**config.mk**
```make
export PLATFORM = sky130hd
export DESIGN_NAME = uart_tx16
export DESIGN_NICKNAME = d
export VERILOG_FILES = /design/src/rtl/uart_tx16_pkg.sv /design/src/rtl/uart_baud_tick.sv /design/src/rtl/uart_tx16.sv
export SDC_FILE = /design/constraint.sdc
export NUM_CORES = 1
export LEC_CHECK = 0
export CELL_PAD_IN_SITES_DETAIL_PLACEMENT = 0
export CELL_PAD_IN_SITES_GLOBAL_PLACEMENT = 1
export CORE_MARGIN = 1.5
export CORE_UTILIZATION = 51
export CTS_BUF_LIST = sky130_fd_sc_hd__clkbuf_2
export DETAILED_ROUTE_END_ITERATION = 12
export PLACE_DENSITY = 0.89
export SYNTH_ARGS = -nofsm -noshare
export SYNTH_HDL_FRONTEND = slang
export SYNTH_SLANG_ARGS = --single-unit
```
**constraint.sdc**
```tcl
create_clock -name clk -period 3 [get_ports clk]
set_input_delay 0.6 -clock clk [delete_from_list [all_inputs] [get_ports clk]]
set_output_delay 0.6 -clock clk [all_outputs]
set_load 0.01 [all_outputs]
```
**src/rtl/uart_tx16_pkg.sv**
```systemverilog
// -----------------------------------------------------------------------------
// uart_tx16_pkg
//
// Shared definitions for the 16-bit Hack word UART transmitter:
//   - tx_state_e           : transmitter FSM state encoding
//   - DEFAULT_CLKS_PER_BIT : 25 MHz / 115200 baud
//   - BITS_PER_BYTE        : data bits carried by each frame
//   - even_parity()        : parity bit that makes the count of ones even
//
// The PARITY state is part of the encoding in every build. It is only
// reachable when UART_TX16_PARITY_EN is defined.
// -----------------------------------------------------------------------------
package uart_tx16_pkg;

   localparam int unsigned DEFAULT_CLKS_PER_BIT = 217;
   localparam int unsigned BITS_PER_BYTE        = 8;

   typedef enum logic [2:0] {
      ST_IDLE   = 3'd0,
      ST_START  = 3'd1,
      ST_DATA   = 3'd2,
      ST_PARITY = 3'd3,
      ST_STOP   = 3'd4
   } tx_state_e;

   // XOR of the data bits. Sending this bit makes the total number of ones
   // in the data bits plus the parity bit even.
   function automatic logic even_parity(input logic [7:0] data);
      return ^data;
   endfunction

endpackage

```
**src/rtl/uart_baud_tick.sv**
```systemverilog
// -----------------------------------------------------------------------------
// uart_baud_tick
//
// Free-running bit-period counter. It emits a one-cycle tick on the last cycle
// of every CLKS_PER_BIT-cycle period, then wraps to 0. Because it wraps with no
// remainder, bit timing does not drift. The receive side can use the same
// block.
//
// Ports:
//   clk   in  1  system clock
//   rst_n in  1  asynchronous active-low reset (counter -> 0)
//   clr   in  1  synchronous clear: holds the counter at 0 and masks tick
//   tick  out 1  high on the final cycle of each bit period
// -----------------------------------------------------------------------------
module uart_baud_tick
   import uart_tx16_pkg::*;
#(
   parameter int unsigned CLKS_PER_BIT = DEFAULT_CLKS_PER_BIT
) (
   input  logic clk,
   input  logic rst_n,
   input  logic clr,
   output logic tick
);

   // A 16-bit counter covers the full legal range 2..65535.
   localparam logic [15:0] LAST_COUNT = 16'(CLKS_PER_BIT - 1);

   logic [15:0] cnt_q;
   logic [15:0] cnt_d;

   always_comb begin
      cnt_d = cnt_q;
      if (clr || (cnt_q == LAST_COUNT)) begin
         cnt_d = '0;
      end else begin
         cnt_d = cnt_q + 16'd1;
      end
   end

   always_ff @(posedge clk or negedge rst_n) begin
      if (!rst_n) begin
         cnt_q <= '0;
      end else begin
         cnt_q <= cnt_d;
      end
   end

   assign tick = !clr && (cnt_q == LAST_COUNT);

endmodule

```
**src/rtl/uart_tx16.sv**
```systemverilog
// -----------------------------------------------------------------------------
// uart_tx16
//
// Transmits a 16-bit Hack word as two back-to-back UART frames, low byte
// first. The default build sends 8N1 frames, so busy lasts 20*CLKS_PER_BIT
// cycles. If UART_TX16_PARITY_EN is defined, each frame is 8E1 and carries an
// even-parity bit after data bit 7, so busy lasts 22*CLKS_PER_BIT cycles.
//
// Parameters:
//   CLKS_PER_BIT  clock cycles per UART bit (2..65535)
//   IDLE_LEVEL    line level while idle and during stop bits
//
// Ports:
//   clk    in  1   system clock
//   rst_n  in  1   asynchronous active-low reset; aborts any frame in flight
//   in     in  16  word to transmit; sampled only on an accepted load
//   load   in  1   transmit request; accepted only while busy=0
//   busy   out 1   high from the cycle after accept to the end of the last stop bit
//   tx     out 1   registered serial line
//   done   out 1   one-cycle pulse in the cycle busy falls
// -----------------------------------------------------------------------------
module uart_tx16
   import uart_tx16_pkg::*;
#(
   parameter int unsigned CLKS_PER_BIT = DEFAULT_CLKS_PER_BIT,
   parameter logic        IDLE_LEVEL   = 1'b1
) (
   input  logic        clk,
   input  logic        rst_n,
   input  logic [15:0] in,
   input  logic        load,
   output logic        busy,
   output logic        tx,
   output logic        done
);

   tx_state_e   state_q,    state_d;
   logic [2:0]  bit_cnt_q,  bit_cnt_d;
   logic        byte_sel_q, byte_sel_d;
   logic [15:0] hold_q,     hold_d;
   logic [7:0]  shift_q,    shift_d;
   logic        busy_q,     busy_d;
   logic        done_q,     done_d;
   logic        tx_q,       tx_d;

   logic        tick;
   logic        baud_clr;
   logic [7:0]  cur_byte;

   // Hold the baud counter at 0 while idle, so the first bit period after an
   // accept is a full CLKS_PER_BIT cycles long.
   assign baud_clr = (state_q == ST_IDLE);

   uart_baud_tick #(
      .CLKS_PER_BIT (CLKS_PER_BIT)
   ) u_baud (
      .clk   (clk),
      .rst_n (rst_n),
      .clr   (baud_clr),
      .tick  (tick)
   );

   assign cur_byte = byte_sel_q ? hold_q[15:8] : hold_q[7:0];

   // tx is registered. Each transition loads the level of the *next* bit, so
   // the line changes on the same edge as the state.
   always_comb begin
      state_d    = state_q;
      bit_cnt_d  = bit_cnt_q;
      byte_sel_d = byte_sel_q;
      hold_d     = hold_q;
      shift_d    = shift_q;
      busy_d     = busy_q;
      done_d     = 1'b0;
      tx_d       = tx_q;

      case (state_q)
         ST_IDLE: begin
            tx_d = IDLE_LEVEL;
            if (load) begin
               hold_d     = in;
               byte_sel_d = 1'b0;
               bit_cnt_d  = 3'd0;
               busy_d     = 1'b1;
               tx_d       = ~IDLE_LEVEL;
               state_d    = ST_START;
            end
         end

         ST_START: begin
            if (tick) begin
               // Start bit ends: put out bit 0 and keep bits 7..1 in the
               // shifter for the DATA state.
               tx_d      = cur_byte[0];
               shift_d   = {1'b0, cur_byte[7:1]};
               bit_cnt_d = 3'd0;
               state_d   = ST_DATA;
            end
         end

         ST_DATA: begin
            // bit_cnt_q is the index of the data bit now on the line.
            if (tick) begin
               if (bit_cnt_q == 3'(BITS_PER_BYTE - 1)) begin
                  bit_cnt_d = 3'd0;
`ifdef UART_TX16_PARITY_EN
                  tx_d      = even_parity(cur_byte);
                  state_d   = ST_PARITY;
`else
                  tx_d      = IDLE_LEVEL;
                  state_d   = ST_STOP;
`endif
               end else begin
                  tx_d      = shift_q[0];
                  shift_d   = {1'b0, shift_q[7:1]};
                  bit_cnt_d = bit_cnt_q + 3'd1;
               end
            end
         end

`ifdef UART_TX16_PARITY_EN
         ST_PARITY: begin
            if (tick) begin
               tx_d    = IDLE_LEVEL;
               state_d = ST_STOP;
            end
         end
`endif

         ST_STOP: begin
            if (tick) begin
               if (!byte_sel_q) begin
                  // Go straight into the high byte's start bit. There is no
                  // idle gap between the two frames.
                  byte_sel_d = 1'b1;
                  tx_d       = ~IDLE_LEVEL;
                  state_d    = ST_START;
               end else begin
                  busy_d  = 1'b0;
                  done_d  = 1'b1;
                  tx_d    = IDLE_LEVEL;
                  state_d = ST_IDLE;
               end
            end
         end

         default: begin
            busy_d  = 1'b0;
            tx_d    = IDLE_LEVEL;
            state_d = ST_IDLE;
         end
      endcase
   end

   always_ff @(posedge clk or negedge rst_n) begin
      if (!rst_n) begin
         state_q    <= ST_IDLE;
         bit_cnt_q  <= 3'd0;
         byte_sel_q <= 1'b0;
         hold_q     <= '0;
         shift_q    <= '0;
         busy_q     <= 1'b0;
         done_q     <= 1'b0;
         tx_q       <= IDLE_LEVEL;
      end else begin
         state_q    <= state_d;
         bit_cnt_q  <= bit_cnt_d;
         byte_sel_q <= byte_sel_d;
         hold_q     <= hold_d;
         shift_q    <= shift_d;
         busy_q     <= busy_d;
         done_q     <= done_d;
         tx_q       <= tx_d;
      end
   end

   assign busy = busy_q;
   assign done = done_q;
   assign tx   = tx_q;

endmodule

```
==> results of run 1 <==
worst reg2reg max path, stage by stage (launching register included):
cell,delay [ns]
dfrtp_1,0.61
nor4_1,0.41
nand4_2,0.26
nor2_4,0.27
mux2_2,0.36
stage by stage:
step           setup slack, ns  instances  utilization, %  hold WS, ns
6_report                 0.869        316            60.1       0.0660
5_1_grt                  0.784        316            60.1       0.0371
4_1_cts                  0.827        316            60.1       0.0410
3_5_place_dp             0.880        308            58.7        0.481
3_3_place_gp             0.896        308            58.7        0.475
2_1_floorplan             1.28        226               -        0.304
per-layer routing:
metal | vias up | track usage [%] | wire length, um
li1 | 848 | - | -
met1 | 860 | 27.6 | 2160
met2 | 33 | 27.5 | 2020
met3 | 5 | 3.73 | 182
met4 | 0 | 6.29 | 67
met5 | - | 0 | 0
path summary, 6_finish.rpt:
check | end | slack, ns | cells after the start
setup / recovery | tx | 0.87 | 1
hold / removal | hold_q[7] | 0.07 | 1
setup reg to reg | shift_q[5] | 1.02 | 4
hold reg to reg | tx | 0.50 | 2
max in group asynchronous | tx | 2.15 | 2
min in group clk | tx | 0.50 | 2
synth_stat cells (2+ instances only):
cell      instances  share of area, %
dfrtp_1          48                48
mux2_2           22               9.9
nor2_1           19               2.8
nand2_1          15               2.2
o21ai_0          12               2.4
xnor2_1          10               3.5
inv_1             9               1.3
mux2i_1           8               3.2
a21oi_1           7               1.4
nand3_1           7               1.4
nor3_1            5               1.0
nor4_1            5               1.2
ha_1              4               2.0
nand2b_1          4               1.0
xor2_1            4               1.4
buf_2             3              0.60
clkbuf_1          3              0.45
nand4_2           3               1.5
a32o_1            2              0.80
nand4_1           2              0.50
nor2_4            2              0.90
nor2b_1           2              0.50
nor3b_1           2              0.60
or2_0             2              0.50
or3_1             2              0.50
where the power goes:
group	internal, mW	switching [mW]
Clock	0.138	0.203
Sequential	0.782	0.0944
Combinational	0.182	0.130
cell usage in the layout, fill, tap and decap left out, types with 2 or more instances in the layout:
master and n:
dfrtp_1 48, mux2_2 22, clkdlybuf4s50_1 20, nor2_1 19, nand2_1 15, o21ai_0 12, xnor2_1 10, inv_1 9
mux2i_1 8, nand3_1 7, a21oi_1 7, nor4_1 5, nor3_1 5, clkbuf_2 5, xor2_1 4, nand2b_1 4
ha_1 4, nand4_2 3, or2_0 2, nand4_1 2, or3_1 2, nor2_4 2, nor2b_1 2, nor3b_1 2
a32o_1 2
flip-flops by register name (all words and copies together) (netlist names):
name,cells
state_q,3
shift_q,7
bit_cnt_q,3
done,1
tx,1
busy,1
u_baud.cnt_q,16
byte_sel_q,1
hold_q,16
final cells by class:
class                   count  area, um^2  share of cell area (%)
clock inverters             3        41.3                    1.46
well taps                  67        83.8                    2.95
clock buffers               5        25.0                   0.882
flip-flops and latches     49        1230                    43.3
inverters                   9        33.8                    1.19
multi-input cells         161        1210                    42.8
repair buffers             22         213                    7.50
cell families after synthesis:
group | synth area share (%)
AOI/OAI and AO/OA | 7.43
xor gates and xnor gates | 4.89
adders and majority gates | 2.00
buffers and inverters | 2.69
DFF | 48.9
muxes | 13.1
and+or+nand+nor | 21.0
==> qor.yml, run 1 <==
clock_latency_ns: 0.42
grt_pass1_vias: 1590
hold_viol_final: 0
clock-root-buffer: "clkbuf_2"
nets: 271
antenna_found_initial: 0
r2r_start: "state_q[2]"
cp.arrival_ns: 1.53
vias: 1746
hold_buffers: 0
path_class: "reg -> out"
synth_ff_type: "dfrtp_1"
p_per_area_nw_per_um2: 539
synth-edff-count: 0
skew_ns: 0.0155
crit_path_top_delay_cell: "dfstp_2"
post_drt_via_cell_ratio: 5.53
cpPeakStageDelay_ns: 0.59
finalSetupTns_ns: 0
cp_max_fo: 2
die_x_um: 73.1
leakagePower_nw: 1.16
clk_pin_slew_ns: 0.23
status: "completed"
crit_family: "flip-flops"
slew_headroom_pct: 52.5
antennaDiodeCount: 0
place_hpwl_um: 3170
cts_resized: 0
numPortBuffers: 21
worst_pin_slew_ns: 0.710
finalCritPeriodShare_pct: 71.0
die_h_um: 73.1
numClockSinks: 49
cts_tree: "built"
place_area_um2: 2770
synth-seq-cells: 49
coreArea_um2: 4720
syn_inst: 226
maxCapViolCount: 0
ys_async_sr_fraction_pct: 100
cp.required_ns: 2.40
cp-end-kind: "output port"
synth_area_um2: 2510
startpoint_type: "register"
cts_made_buffers: 5
grt_overflow: 0
grt_max_degree: 32
start_util_pct: 53.1
path_buf_inv: 1
crit_chain: "clkdlybuf4s50_1"
wirelength_um: 4420
synth_fp_nets: 249
period_minus_slack_ns: 2.13
drt_iter0_drc: 112
die_area_um2: 5350
drt-wirelength-per-cell_um: 14.0
drive_above_1_share_pct: 19.3
area_delta_synth_final_pct: 13.1
fmax_mhz: 469
postCtsSetupRepairBufs: 0
ant_nets: 0
syn_area_per_cell_um2: 11.1
cts_htree_levels: 2
ys_types: 49
setup_viol_count_final: 0
slew_violations: 0
ios: 22
grt_usage_pct: 18.7
gpl.final_weighted_congestion: 0.811
ys_seq_area_share_pct: 48.9
fp-row-count: 25
rsz0062_at_grt: "false"
crit_start: "tx"
vdd_drop_max_v: 0.000307
ys_warn_count: 0
dr.pass1.iters: 4
min_path_type: "in -> async"
totalPowerFinal_mw: 1.53
route.detailed.drc: 0
grt_pass1_wl_um: 7580
fillers: 410
stdcell_area_um2: 2840
cts_buffer_depth: 2
Power figures use the tool's default switching activity.
==> run 2: changes to the inputs <==
--- a/config.mk
+++ b/config.mk
@@ -8,10 +8,10 @@
 export CELL_PAD_IN_SITES_DETAIL_PLACEMENT = 0
 export CELL_PAD_IN_SITES_GLOBAL_PLACEMENT = 1
 export CORE_MARGIN = 1.5
-export CORE_UTILIZATION = 51
+export CORE_UTILIZATION = 43
 export CTS_BUF_LIST = sky130_fd_sc_hd__clkbuf_2
 export DETAILED_ROUTE_END_ITERATION = 12
-export PLACE_DENSITY = 0.89
+export PLACE_DENSITY = 0.8
 export SYNTH_ARGS = -nofsm -noshare
 export SYNTH_HDL_FRONTEND = slang
 export SYNTH_SLANG_ARGS = --single-unit
==> constraint.sdc (replaced) <==
create_clock -name clk -period 1.8 [get_ports clk]
set_input_delay 0.36 -clock clk [delete_from_list [all_inputs] [get_ports clk]]
set_output_delay 0.36 -clock clk [all_outputs]
set_load 0.01 [all_outputs]
==> qor.yml, run 2 (same netlist as run 1, synthesis figures left out) <==
place_hpwl_um: 3410
crit_start: "bit_cnt_q[0]"
nets: 298
startpoint_type: "register"
path_buf_inv: 0
numPortBuffers: 21
grt_pass1_wl_um: 7960
vias: 1791
status: "completed"
cp.required_ns: 2.15
numClockSinks: 49
grt_pass1_vias: 1691
ant_nets: 0
coreArea_um2: 5570
gpl.final_weighted_congestion: 0.791
power_switching_mw: 0.756
die_h_um: 79.4
fmax_mhz: 565
hold_viol_final: 0
cts_buffer_depth: 2
slew_violations: 0
ios: 22
vdd_drop_max_v: 0.000468
drive_above_1_share_pct: 28.6
p_per_area_nw_per_um2: 859
path_class: "reg -> reg"
finalCritPeriodShare_pct: 98.2
crit_path_top_delay_cell: "dfrtp_1"
min_path_type: "in -> async"
period_minus_slack_ns: 1.77
cpPeakStageDelay_ns: 0.45
clock-root-buffer: "clkbuf_2"
antenna_found_initial: 0
r2r_start: "bit_cnt_q[0]"
grt_overflow: 0
antennaDiodeCount: 0
totalPowerFinal_mw: 2.66
wirelength_um: 4710
clk_pin_slew_ns: 0.27
cp_max_fo: 6
clockPowerShare_pct: 22.8
swShare_pct: 28.4
cts_made_buffers: 5
clock_latency_ns: 0.43
fp-row-count: 27
crit_chain: "ha_1 -> ha_2 -> nor3b_2 -> nor2_2 -> nor2_4 -> mux2_2"
layout_common_cells: "dfrtp_1 (47), buf_4 (25), mux2_2 (22)"
finalSetupTns_ns: 0
reg_top3: "hold_q: 16 flops, u_baud.cnt_q: 16 flops, shift_q: 7 flops"
cts_tree: "built"
slew_headroom_pct: 66.7
post_drt_via_cell_ratio: 5.15
start_util_pct: 45.0
p_int_mw: 1.91
drt-wirelength-per-cell_um: 13.5
final_common_cell: "dfrtp_1"
worst_pin_slew_ns: 0.500
fin_util_pct: 55.6
skew_ns: 0.0336
cts_htree_levels: 2
holdWs_ns: 0.352
grt_usage_pct: 16.5
die_area_um2: 6300
route.detailed.drc: 0
leakagePower_nw: 1.31
power_frac_seq_pct: 53.4
rsz0062_at_grt: "true"
maxCapViolCount: 0
crit_family: "simple AND/OR/NAND/NOR gates"
area_delta_synth_final_pct: 23.4
power_frac_comb_pct: 23.8
grt_max_degree: 33
drt_iter0_drc: 118
dpl.cell_count: 335
cp.arrival_ns: 2.12
final-instance-count-excl-fill: 348
setup_viol_count_final: 0
dr.pass1.iters: 4
cp-end-kind: "register"
die_x_um: 79.4
[run 2: final timing paths]
path                               endpoint  slack, ns  cells past startpoint
max                              shift_q[2]       0.03                      6
min                         u_baud.cnt_q[2]       0.35                      2
max reg2reg                      shift_q[2]       0.03                      6
min reg2reg                              tx       0.50                      2
max in group asynchronous  u_baud.cnt_q[11]       0.91                      3
min in group clk                         tx       0.50                      2
[run 2: per-layer routing]
metal / wire length, um / track usage, % / vias up
met5: 0 / 0 / -
met1: 2500 / 24.1 / 854
met4: 72 / 5.79 / 0
li1: - / - / 907
met2: 2020 / 24.3 / 24
met3: 114 / 3.54 / 6
[run 2: worst register-to-register path, stage by stage (launching register included)]
cell and delay, ns:
dfrtp_1 0.45, ha_1 0.20, ha_2 0.19, nor3b_2 0.21, nor2_2 0.08, nor2_4 0.20
mux2_2 0.36
[run 2: power by group through the flow]
| stage | logic, mW | clock network, mW | registers, mW |
|---|---|---|---|
| after floorplan | 0.389 | 0 | 1.44 |
| after global placement | 0.609 | 0 | 1.44 |
| after detailed placement | 0.624 | 0 | 1.45 |
| after CTS | 0.639 | 0.626 | 1.42 |
| after global routing | 0.705 | 0.680 | 1.45 |
| final | 0.633 | 0.606 | 1.42 |
[run 2: what timing repair did]
item,4_1_cts,5_1_grt
setup endpoints to repair,8,9
hold buffers,1,0
buffers inserted,2,2
pin swaps,3,1
resized for setup,5,2
hold endpoints to repair,16,0
[run 2: area by class of cell]
class	instances	area, um^2
sequential	49	1230
inverter	9	33.8
multi-input combinational	161	1230
clock buffer	5	25.0
tap	72	90.1
timing repair buffer	49	444
clock inverter	3	43.8
fill	520	2480
[run 2: per-stage QoR]
step	worst slack, ns	cell area [um^2]
3_3_place_gp	0.0198	2970
2_1_floorplan	0.0780	2510
5_1_grt	-0.0397	3100
3_5_place_dp	-0.0225	2970
6_report	0.0316	3100
4_1_cts	0.00105	3080
==> RTL edit: new RTL, settings of run 2 <==
`shift_q` no longer has a reset.
--- a/src/rtl/uart_tx16.sv
+++ b/src/rtl/uart_tx16.sv
@@ -158,7 +158,6 @@
          bit_cnt_q  <= 3'd0;
          byte_sel_q <= 1'b0;
          hold_q     <= '0;
-         shift_q    <= '0;
          busy_q     <= 1'b0;
          done_q     <= 1'b0;
          tx_q       <= IDLE_LEVEL;
@@ -167,11 +166,14 @@
          bit_cnt_q  <= bit_cnt_d;
          byte_sel_q <= byte_sel_d;
          hold_q     <= hold_d;
-         shift_q    <= shift_d;
          busy_q     <= busy_d;
          done_q     <= done_d;
          tx_q       <= tx_d;
       end
+   end
+
+   always_ff @(posedge clk) begin
+      shift_q <= shift_d;
    end
 
    assign busy = busy_q;
Formal check against the unedited RTL: no difference found for any inputs over 10 cycles, from zero or initial values and one cycle with rst_n low; that may be too few to reach the edited logic, so the function may still have changed.
==> RTL edit against run 2 <==
  * Synthesized area is 3.0% lower
  * Setup slack better by 0.070 ns
  * Global-route usage is 0.052 points higher
  * Sequential cell count stayed put
  * Critical path type is now flip-flop to output port
  * Final area is 5.9% lower
  * Routed wire length is 4.0% lower
  * Largest cell class is now flip-flops and latches
Power is not compared: it rests on default switching activity, and its combinational part moved more than twofold at a synthesized area within 25%.
==> RTL edit: results (changes against run 2) <==
Route
  • Routed WL per cell: 14.0 um (+3.1%)
  • DRT met1 WL: 2.15 mm (-14%)
  • Metal3 WL: 145 um (+27%)
  • Vias per std cell: 5.12 (-0.57%)
  • Met2 Routed Length: 2.18 mm (+7.8%)
  • 1st-iter DRT viols: 92 (-22%)

Final layout
  • Ratio of cells with drive above 1 in the final layout: 0.234 (-0.0521)
  • # diodes: 0 (unchanged)
  • Final net count: 274 (-8.1%)
  • Biggest regs: hold_q (16), u_baud.cnt_q (16), shift_q (7)

Worst setup path
  • Cell family contributing the most delay on the critical path: buffers and inverters
  • Slowest Stage Delay on Critical Path: 0.52 ns (+0.07 ns)
  • Reg2Reg Setup Slack: 0.12 ns (+0.09 ns)
  • Worst reg2reg path startpoint: u_baud.cnt_q[0]$_DFF_PN0_
  • Crit-path slowest cell: clkdlybuf4s50_1
  • FF-to-FF End: shift_q[3]$_DFFE_PP_
  • Crit path max fanout: 1 (-5)

Logic synthesis
  • Net Count, Synth: 233 (-6.4%)
  • Sequential cell area fraction in the yosys report: 0.519 (+0.0295)
  • Top post-synthesis cells by area: dfrtp_1, edfxtp_1, mux2_2, xnor2_1, nor2_1
  • Synth Warn #: 0 (unchanged)
  • Most frequent cells after synthesis: dfrtp_1, nor2_1, mux2_2
  • Asr flop ratio synth: 0.857 (-0.143)
  • Post-synth EDFFs: 7 (+7)
  • Synth cell types: 48 (-2.0%)

CTS
  • H-tree depth: 2 (unchanged)
  • Clock-pin slew on the worst setup and hold paths: 0.27 ns (about the same)
  • Clock buffer depth: 2 (unchanged)
  • Worst-Skew Late Latency: 0.45 ns (+0.02 ns)

Global routing
  • Largest net degree at the start of global routing: 22 (-33%)
  • Vias in the first global route: 1705 (+0.83%)
  • Met3 Use GR: 0.0349 (-0.000545)
  • Met1 GRT Util: 0.214 (-0.0267)
  • GRT Resource Usage Total: 0.166 (+0.000520)
  • First-pass GRT wire length: 7.86 mm (-1.2%)
  • Initial antenna violation count: 0 (unchanged)
  • M2 GR Usage: 0.276 (+0.0329)

Placed design
  • Gp weighted congestion: 0.742 (-6.2%)
  • Placed cell area: 2830 um2 (-4.6%)
  • Final HPWL DP: 3.26 mm (-4.3%)

Power and ir drop
  • Peak VDD IR: 334 uV

Run status
  • Status: completed

Min path
  • Type of the worst min-delay path: input pin to async pin

STA
  • Clk_skew: 0.0366 ns (+0.00304 ns)
  • Slew HR: 0.681 (+0.0141)
[RTL edit: cell count changes in the layout (fill, tap and decap cells not counted), moves of 3 or more]
| cell | before | now |
|---|---|---|
| a22o_1 | 1 | 4 |
| nand2b_1 | 4 | 1 |
| nand4_2 | 3 | 0 |
| nor2_1 | 18 | 27 |
| buf_4 | 25 | 18 |
| dfrtp_1 | 47 | 41 |
| mux2_2 | 22 | 16 |
| edfxtp_1 | 0 | 7 |
| o21ai_0 | 12 | 7 |
| nand2_1 | 15 | 12 |
[RTL edit: power groups by stage]
stage	combinational (W)	clock, W	sequential [W]
after global routing	0.000103	0.000548	0.00116
after global placement	0.0000897	0	0.00117
after CTS	0.0000946	0.000500	0.00115
final	0.0000915	0.000475	0.00115
after detailed placement	0.0000926	0	0.00117
after floorplan	0.0000247	0	0.00117
[RTL edit: worst max-delay path by stage]
stage                                   start                          to  slack, ns  depth (start not counted)
floorplan           u_baud.cnt_q[0]$_DFF_PN0_        shift_q[0]$_DFFE_PP_       0.05                          5
global placement                         load       hold_q[8]$_DFFE_PN0P_       0.05                          4
detailed placement                       load       hold_q[4]$_DFFE_PN0P_       0.02                          4
CTS                    state_q[0]$_DFFE_PN0P_  u_baud.cnt_q[11]$_DFF_PN0_       0.02                          3
global route           state_q[0]$_DFFE_PN0P_              tx$_DFFE_PN1P_      0.005                          5
finish                         done$_DFF_PN0_                        done       0.10                          1
[RTL edit: cells by family (layout without fill, tap and decap cells)]
family	count (synthesis)	in the layout	share of synthesized area
multiplexers	27	27	0.121
AND/OR/NAND/NOR	73	73	0.178
XOR/XNOR	15	15	0.0540
AO/OA/AOI/OAI	27	27	0.0771
buffers and inverters	15	57	0.0298
flip-flops	49	49	0.519
adder cells (fa/ha/maj)	4	4	0.0206
[RTL edit: area by class of cell]
class | count | area, um2
timing repair buffer | 41 | 372
tap | 72 | 90.1
fill | 507 | 2560
inverter | 8 | 30.0
multi-input combinational | 146 | 1110
clock buffer | 5 | 25.0
clock inverter | 3 | 25.0
sequential | 49 | 1260
[RTL edit: metrics by stage]
| step | hold slack [ns] | setup WS [ns] | total power [W] | instances | utilization |
|---|---|---|---|---|---|
| 2_1_floorplan | 0.0644 | 0.0467 | 0.00119 | 210 | - |
| 3_3_place_gp | 0.353 | 0.0513 | 0.00126 | 313 | 0.517 |
| 3_5_place_dp | 0.359 | 0.0167 | 0.00127 | 313 | 0.517 |
| 4_1_cts | 0.350 | 0.0183 | 0.00175 | 323 | 0.529 |
| 5_1_grt | 0.351 | 0.00547 | 0.00181 | 324 | 0.533 |
| 6_report | 0.346 | 0.102 | 0.00172 | 324 | 0.533 |
[RTL edit: what timing repair did]
item	in CTS	in global routing
pin swaps	0	2
hold buffers	1	0
hold endpoints to repair	18	0
resized for setup	1	2
endpoints found under the setup margin	2	24
buffers inserted	1	1
